### src/rtl/reg_writeback_stage.sv
// MEM/WB pipeline register and register-file write-back driver for the 16-bit CPU.
// Also bypasses the pending write-back to decode, counts retirements and flags illegal selects.
module reg_writeback_stage #(
  parameter int DATA_W = 16,
  parameter int ADDR_W = 3,
  parameter int OP_W   = 3
) (
  input  logic              clk_50MHz,
  input  logic              rst,
  input  logic              stall,
  input  logic              flush,
  input  logic              mem_valid,
  input  logic [OP_W-1:0]   mem_reg_op,
  input  logic [ADDR_W-1:0] mem_wb_addr,
  input  logic [1:0]        mem_wb_sel,
  input  logic [DATA_W-1:0] mem_alu_data,
  input  logic [DATA_W-1:0] mem_rd_data,
  input  logic [DATA_W-1:0] mem_pc_next,
  input  logic [ADDR_W-1:0] dec_A_addr,
  input  logic [ADDR_W-1:0] dec_B_addr,
  input  logic [DATA_W-1:0] rf_A_data,
  input  logic [DATA_W-1:0] rf_B_data,
  output logic              wb_valid,
  output logic [ADDR_W-1:0] wb_addr,
  output logic [DATA_W-1:0] wb_data,
  output logic [OP_W-1:0]   reg_op,
  output logic [DATA_W-1:0] A_fwd_data,
  output logic [DATA_W-1:0] B_fwd_data,
  output logic              fwd_A_hit,
  output logic              fwd_B_hit,
  output logic [15:0]       retire_cnt,
  output logic              sel_err
);

  localparam logic [OP_W-1:0] REG_OP_NOP = OP_W'(0);
  localparam logic [OP_W-1:0] REG_OP_REG = OP_W'(1);

  typedef enum logic [1:0] {
    SEL_ALU = 2'b00,
    SEL_MEM = 2'b01,
    SEL_PC  = 2'b10,
    SEL_ILL = 2'b11
  } wb_sel_e;

  logic              wb_valid_q,   wb_valid_d;
  logic [ADDR_W-1:0] wb_addr_q,    wb_addr_d;
  logic [DATA_W-1:0] wb_data_q,    wb_data_d;
  logic [OP_W-1:0]   reg_op_q,     reg_op_d;
  logic [15:0]       retire_cnt_q, retire_cnt_d;
  logic              sel_err_q,    sel_err_d;

  logic              capture;
  logic [DATA_W-1:0] sel_data;

  assign capture = !flush && !stall;

  always_comb begin
    sel_data = mem_alu_data;
    unique case (wb_sel_e'(mem_wb_sel))
      SEL_MEM: sel_data = mem_rd_data;
      SEL_PC:  sel_data = mem_pc_next;
      default: sel_data = mem_alu_data;  // illegal select falls back to the ALU result
    endcase
  end

  always_comb begin
    // NOTE: every output of this block gets a default first so no path leaves it unassigned (no latch).
    wb_valid_d   = wb_valid_q;
    wb_addr_d    = wb_addr_q;
    wb_data_d    = wb_data_q;
    reg_op_d     = reg_op_q;
    retire_cnt_d = retire_cnt_q;
    sel_err_d    = sel_err_q;

    if (flush) begin
      wb_valid_d = 1'b0;
      reg_op_d   = REG_OP_NOP;
    end else if (!stall) begin
      wb_valid_d = mem_valid;
      reg_op_d   = mem_valid ? mem_reg_op : REG_OP_NOP;
      wb_addr_d  = mem_wb_addr;
      wb_data_d  = sel_data;
    end

    // The current entry retires when it leaves WB, so a held entry is counted once.
    if (wb_valid_q && (!stall || flush)) retire_cnt_d = retire_cnt_q + 16'd1;

    if (capture && mem_valid && (mem_wb_sel == SEL_ILL)) sel_err_d = 1'b1;
  end

  // NOTE: state registers use non-blocking assignments so every flop samples pre-edge values.
  always_ff @(posedge clk_50MHz or negedge rst) begin
    if (!rst) begin
      wb_valid_q   <= 1'b0;
      wb_addr_q    <= '0;
      wb_data_q    <= '0;
      reg_op_q     <= REG_OP_NOP;
      retire_cnt_q <= '0;
      sel_err_q    <= 1'b0;
    end else begin
      wb_valid_q   <= wb_valid_d;
      wb_addr_q    <= wb_addr_d;
      wb_data_q    <= wb_data_d;
      reg_op_q     <= reg_op_d;
      retire_cnt_q <= retire_cnt_d;
      sel_err_q    <= sel_err_d;
    end
  end

  assign wb_valid   = wb_valid_q;
  assign wb_addr    = wb_addr_q;
  assign wb_data    = wb_data_q;
  assign reg_op     = reg_op_q;
  assign retire_cnt = retire_cnt_q;
  assign sel_err    = sel_err_q;

  assign fwd_A_hit  = wb_valid_q && (reg_op_q == REG_OP_REG) && (dec_A_addr == wb_addr_q);
  assign fwd_B_hit  = wb_valid_q && (reg_op_q == REG_OP_REG) && (dec_B_addr == wb_addr_q);
  assign A_fwd_data = fwd_A_hit ? wb_data_q : rf_A_data;
  assign B_fwd_data = fwd_B_hit ? wb_data_q : rf_B_data;

endmodule

### config.mk
export PLATFORM = sky130hd
export DESIGN_NAME = reg_writeback_stage
export DESIGN_NICKNAME = d
export VERILOG_FILES = /design/src/rtl/reg_writeback_stage.sv
export SDC_FILE = /design/constraint.sdc
export NUM_CORES = 1
export LEC_CHECK = 0
export CORE_MARGIN = 2
export CORE_UTILIZATION = 35
export CTS_CLUSTER_SIZE = 24
export DETAILED_ROUTE_END_ITERATION = 8
export PLACE_DENSITY = 0.91
export SETUP_SLACK_MARGIN = 0.1
export SLEW_MARGIN = 20
export SYNTH_ARGS = -nofsm -noshare
export SYNTH_HDL_FRONTEND = slang
export SYNTH_SLANG_ARGS = --single-unit
### constraint.sdc
create_clock -name clk_50MHz -period 2.35 [get_ports clk_50MHz]
set_clock_uncertainty 0.15 [all_clocks]
set_input_delay 0.47 -clock clk_50MHz [delete_from_list [all_inputs] [get_ports clk_50MHz]]
set_output_delay 0.47 -clock clk_50MHz [all_outputs]
set_load 0.01 [all_outputs]
Word-level counts from Yosys, hierarchy flattened
Cells that the tools add are included.

Register bits after elaboration: 40. Bits of input ports: 99. Output and inout port bits: 74.

Add/sub/neg operators: 1. Equal/unequal tests: 7. Muxes and demuxes: 8. Bitwise gates (word level): 2. Reductions and logical operators: 11.

Operators by type and width (number): 2-to-1 mux 16 bit (2); one-hot mux 16 bit (2 select lines) (1); adder 16 x 1 -> 16 bit (second input constant) (1); 2-to-1 mux 3 bit (3); logical AND 1 bit (7); equality test 3 bit (2); equality test 2 bit (second input constant) (2); equality test 3 x 1 -> 1 bit (second input constant) (1); equality test 2 x 1 -> 1 bit (second input constant) (1); logical NOT 1 bit (2); 2-to-1 mux 1 bit (2); != test 2 x 1 -> 1 bit (second input constant) (1); NOT 1 bit (2); AND reduction 2 bit (1); logical OR 1 bit (1).

Depth between registers and ports, before layout
Word-level depth: 4. Depth in mapped cells: 8. Depth with buffers taken out: 6.

Least setup slack after synthesis
OpenSTA, ideal clock, no wires.

Path kind: register -> output. From: register wb_valid_q (netlist: wb_valid). To: output B_fwd_data[10]. Arrival time: 1.677 ns. Slack: 0.053 ns. Stages on the path, launching flop included: 6. Path buffers: 2. Path through: dfrtp_1 > and4bb_1 > or3b_1 > buf_6 > buf_6 > mux2_4.

Word-level cells in the longest chain between the ends: 3.

RTL lines: start: declaration (line 45) `logic wb_valid_q, wb_valid_d;`; start signal: assignment (line 101) `wb_valid_q <= wb_valid_d;`; logical AND 1 bit (2 in a row) (line 118) `assign fwd_B_hit = wb_valid_q && (reg_op_q == REG_OP_REG) && (dec_B_addr == wb_addr_q);`; 2-to-1 mux 16 bit (line 120) `assign B_fwd_data = fwd_B_hit ? wb_data_q : rf_B_data;`; end: declaration (line 28) `output logic [DATA_W-1:0] B_fwd_data,`.

Every way passes these cells.

Worst setup path in the final report
From: input dec_B_addr[0]. To: output B_fwd_data[5].

Word-level cells in the longest chain between the ends: 3.

RTL lines: start: declaration (line 20) `input logic [ADDR_W-1:0] dec_B_addr,`; equality test 3 bit (line 118); logical AND 1 bit (line 118); 2-to-1 mux 16 bit (line 120).

Every way passes these cells.

==> flow_summary.toml <==
[run_status]
status = "finished, violations left"
violations = "setup timing"

[logic_synthesis]
yosysSeqAreaShare_pct = 41.0
yosysTopAreaCell = "dfrtp_1"
yosysTopAreaCellShare_pct = 41.0
syn-cell-area_um2 = 2440
syn_avg_cell_area_um2 = 9.79
ys_top_cells_by_area = "dfrtp_1, mux2_2, mux2_4"
ys_warn_count = 0
yosys_register_bits = 40
synth_cells = 249
synth.distinct_cells = 29
syn_nets = 352

[sta]
finalHoldViolations = 0
worst_slack_ps = -342
setup_viol = 32
fmax_ghz = 0.371
finalCritPeriodShare_pct = 115
worstMarginPinSlew_ps = 637
finalCriticalPeriod_ps = 2690
relSlewSlack_pct = 57.5
slew_viol_final = 0
tns_ps = -7950
rsz0062_at_grt = "true"

[final_layout]
drive_gt1_share_pct = 24.5
final_nets = 536
final_util_pct = 67.6
synthToLayoutAreaGrowth_pct = 87.4
antenna_cells = 0
stdcell_count = 513
final_cell_area_um2 = 4570

[floorplanning]
die_y_um = 87.5
top_level_ports = 173
fp.dieW_um = 87.5
dieArea_um2 = 7650
core_area_um2 = 6760
num_rows = 30
start_util_pct = 36.1

[route]
post_drt_wl_per_cell_um = 17.9
vias = 2612
wl_um = 9180
drtAntennaViolNets = 0
via_per_inst = 5.09
drt_iter0_markers = 45
drt-pass1-iter-count = 4
drc = 0

[global_routing]
grt_pass1_wl_um = 13800
antenna_found_initial = 0
grt.overflow.total = 0
grt_max_degree = 34
grtUsageTotal_pct = 23.6
first_global_vias = 2710

[pwr]
leakage_uw = 0.00202
power-per-cell-area_nw_per_um2 = 471
irDropWorstVdd_mv = 0.224
p_total_uw = 2150

[clocking]
cts.sinks = 40
clk_pin_slew_ps = 80
cts-buffers-inserted = 5
cts_tree = "done"
clock_latency_ps = 280
clockBufferDepth = 2
cts_hold_buffers = 0
htreeDepth = 2
root_buffer = "clkbuf_8"

[flow_run]
cap_violations = 0

[critical_path]
critPathMaxFanout = 8
cp-end-kind = "output pin"
required_ps = 1730
path_cells = "dlygate4sd2_1, xnor2_1, nand2_1, or3b_4, buf_12, mux2_4, buf_6"
path_class = "primary input to output pin"
worstSetupStartpointType = "primary input"
slowest_delay_ps = 440
critPathArrivalTime_ps = 2070
cpMaxStageDelayCell = "or3b_4"

[hold_path]
hp-class = "primary input to asynchronous set/reset pin"

[placed_design]
port_buffers = 172
placedCellCount = 500
routabilityCongestion = 0.814
place_area_um2 = 4330
dpl.hpwl_um = 7190
==> power breakdown <==
part           total, uW  internal, uW  switching [uW]
clock network        433           201             232
logic                815           507             308
registers            905           778             127
==> through the flow <==
stage	setup slack, ps	hold slack [ps]
after floorplan	67.1	24.4
after global placement	-751	306
after detailed placement	-804	307
after CTS	-313	65.0
after global routing	-371	106
final	-342	55.1
==> cell usage in the layout (no fill, tap or decap), drive strengths merged, types with 2 or more instances in the layout <==
cell type,instances
a21oi,19
a22oi,17
and4,2
buf,53
clkbuf,7
clkdlybuf4s50,131
dfrtp,40
dlygate4sd2,6
ha,4
inv,4
mux2,36
nand2,25
nand3,4
nand4,8
nor2,25
nor3,3
nor4,2
o21ai,16
xnor2,13
xor2,8
==> per-layer routing <==
layer	GRT usage, %	wire length, um	part of all wire [%]	vias up
li1	-	-	-	1251
met5	0	0	0	-
met2	42.8	4880	53	92
met3	3.32	354	3.9	18
met1	28.4	3740	41	1251
met4	7.97	199	2.2	0
==> flip-flops by register name, indices dropped and copies added (netlist names) <==
signal and cells:
wb_valid 1, reg_op 3, retire_cnt 16, sel_err 1, wb_data 16, wb_addr 3
==> area by class of cell <==
| class | instances | area [um^2] |
|---|---|---|
| clock buffers | 5 | 68.8 |
| repair buffers | 192 | 1960 |
| inverters | 4 | 15.0 |
| flip-flops and latches | 40 | 1000 |
| well taps | 80 | 100 |
| multi-input cells | 190 | 1420 |
| fillers | 548 | 2190 |
| clock inverters | 2 | 12.5 |
==> critical path: cells and delay by family <==
| kind | cells | cell delay (ps) |
|---|---|---|
| buf+inv | 3 | 550 |
| mux | 1 | 300 |
| xor+xnor | 1 | 200 |
| simple gates | 2 | 540 |
==> Yosys cell counts, drive strengths merged <==
cell type	n
or2	1
or3b	1
nor4	2
buf	3
dfrtp	40
xnor2	13
xor2	8
and4bb	1
ha	4
nor3	3
nand4	8
nand2	25
nor2b	1
o21ai	16
nor3b	1
nor2	25
clkbuf	12
and4	2
a22oi	17
and3	1
inv	4
o21bai	1
nand3	4
nand2b	1
mux2	36
a21oi	19
==> repair_timing <==
item                       4_1_cts  5_1_grt
setup endpoints to repair       34       34
setup buffers                    2        2
resized for setup              161       24
pin swaps                        4        2
cloned                           2        0
==> final timing paths <==
path                       slack, ps  cells after the start              to            from
setup / recovery                -340                      7   B_fwd_data[5]   dec_B_addr[0]
hold / removal                    60                      1  retire_cnt[11]             rst
setup reg to reg                 680                      4  retire_cnt[15]   retire_cnt[3]
hold reg to reg                  320                      1  retire_cnt[15]  retire_cnt[15]
max in group asynchronous       1370                      2      wb_data[4]             rst
min in group clk_50MHz           320                      1  retire_cnt[15]  retire_cnt[15]
==> cells by family (layout without fill, tap and decap cells) <==
family | count (synthesis) | after routing | share of synthesized area (%)
DFF | 40 | 40 | 41.0
AOI/OAI and AO/OA | 53 | 53 | 12.7
and+or+nand+nor | 76 | 76 | 14.9
adders and majority gates | 4 | 4 | 2.05
muxes | 36 | 36 | 18.2
buffers and inverters | 19 | 203 | 3.59
xor gates and xnor gates | 21 | 21 | 7.54
Power figures use the tool's default switching activity.
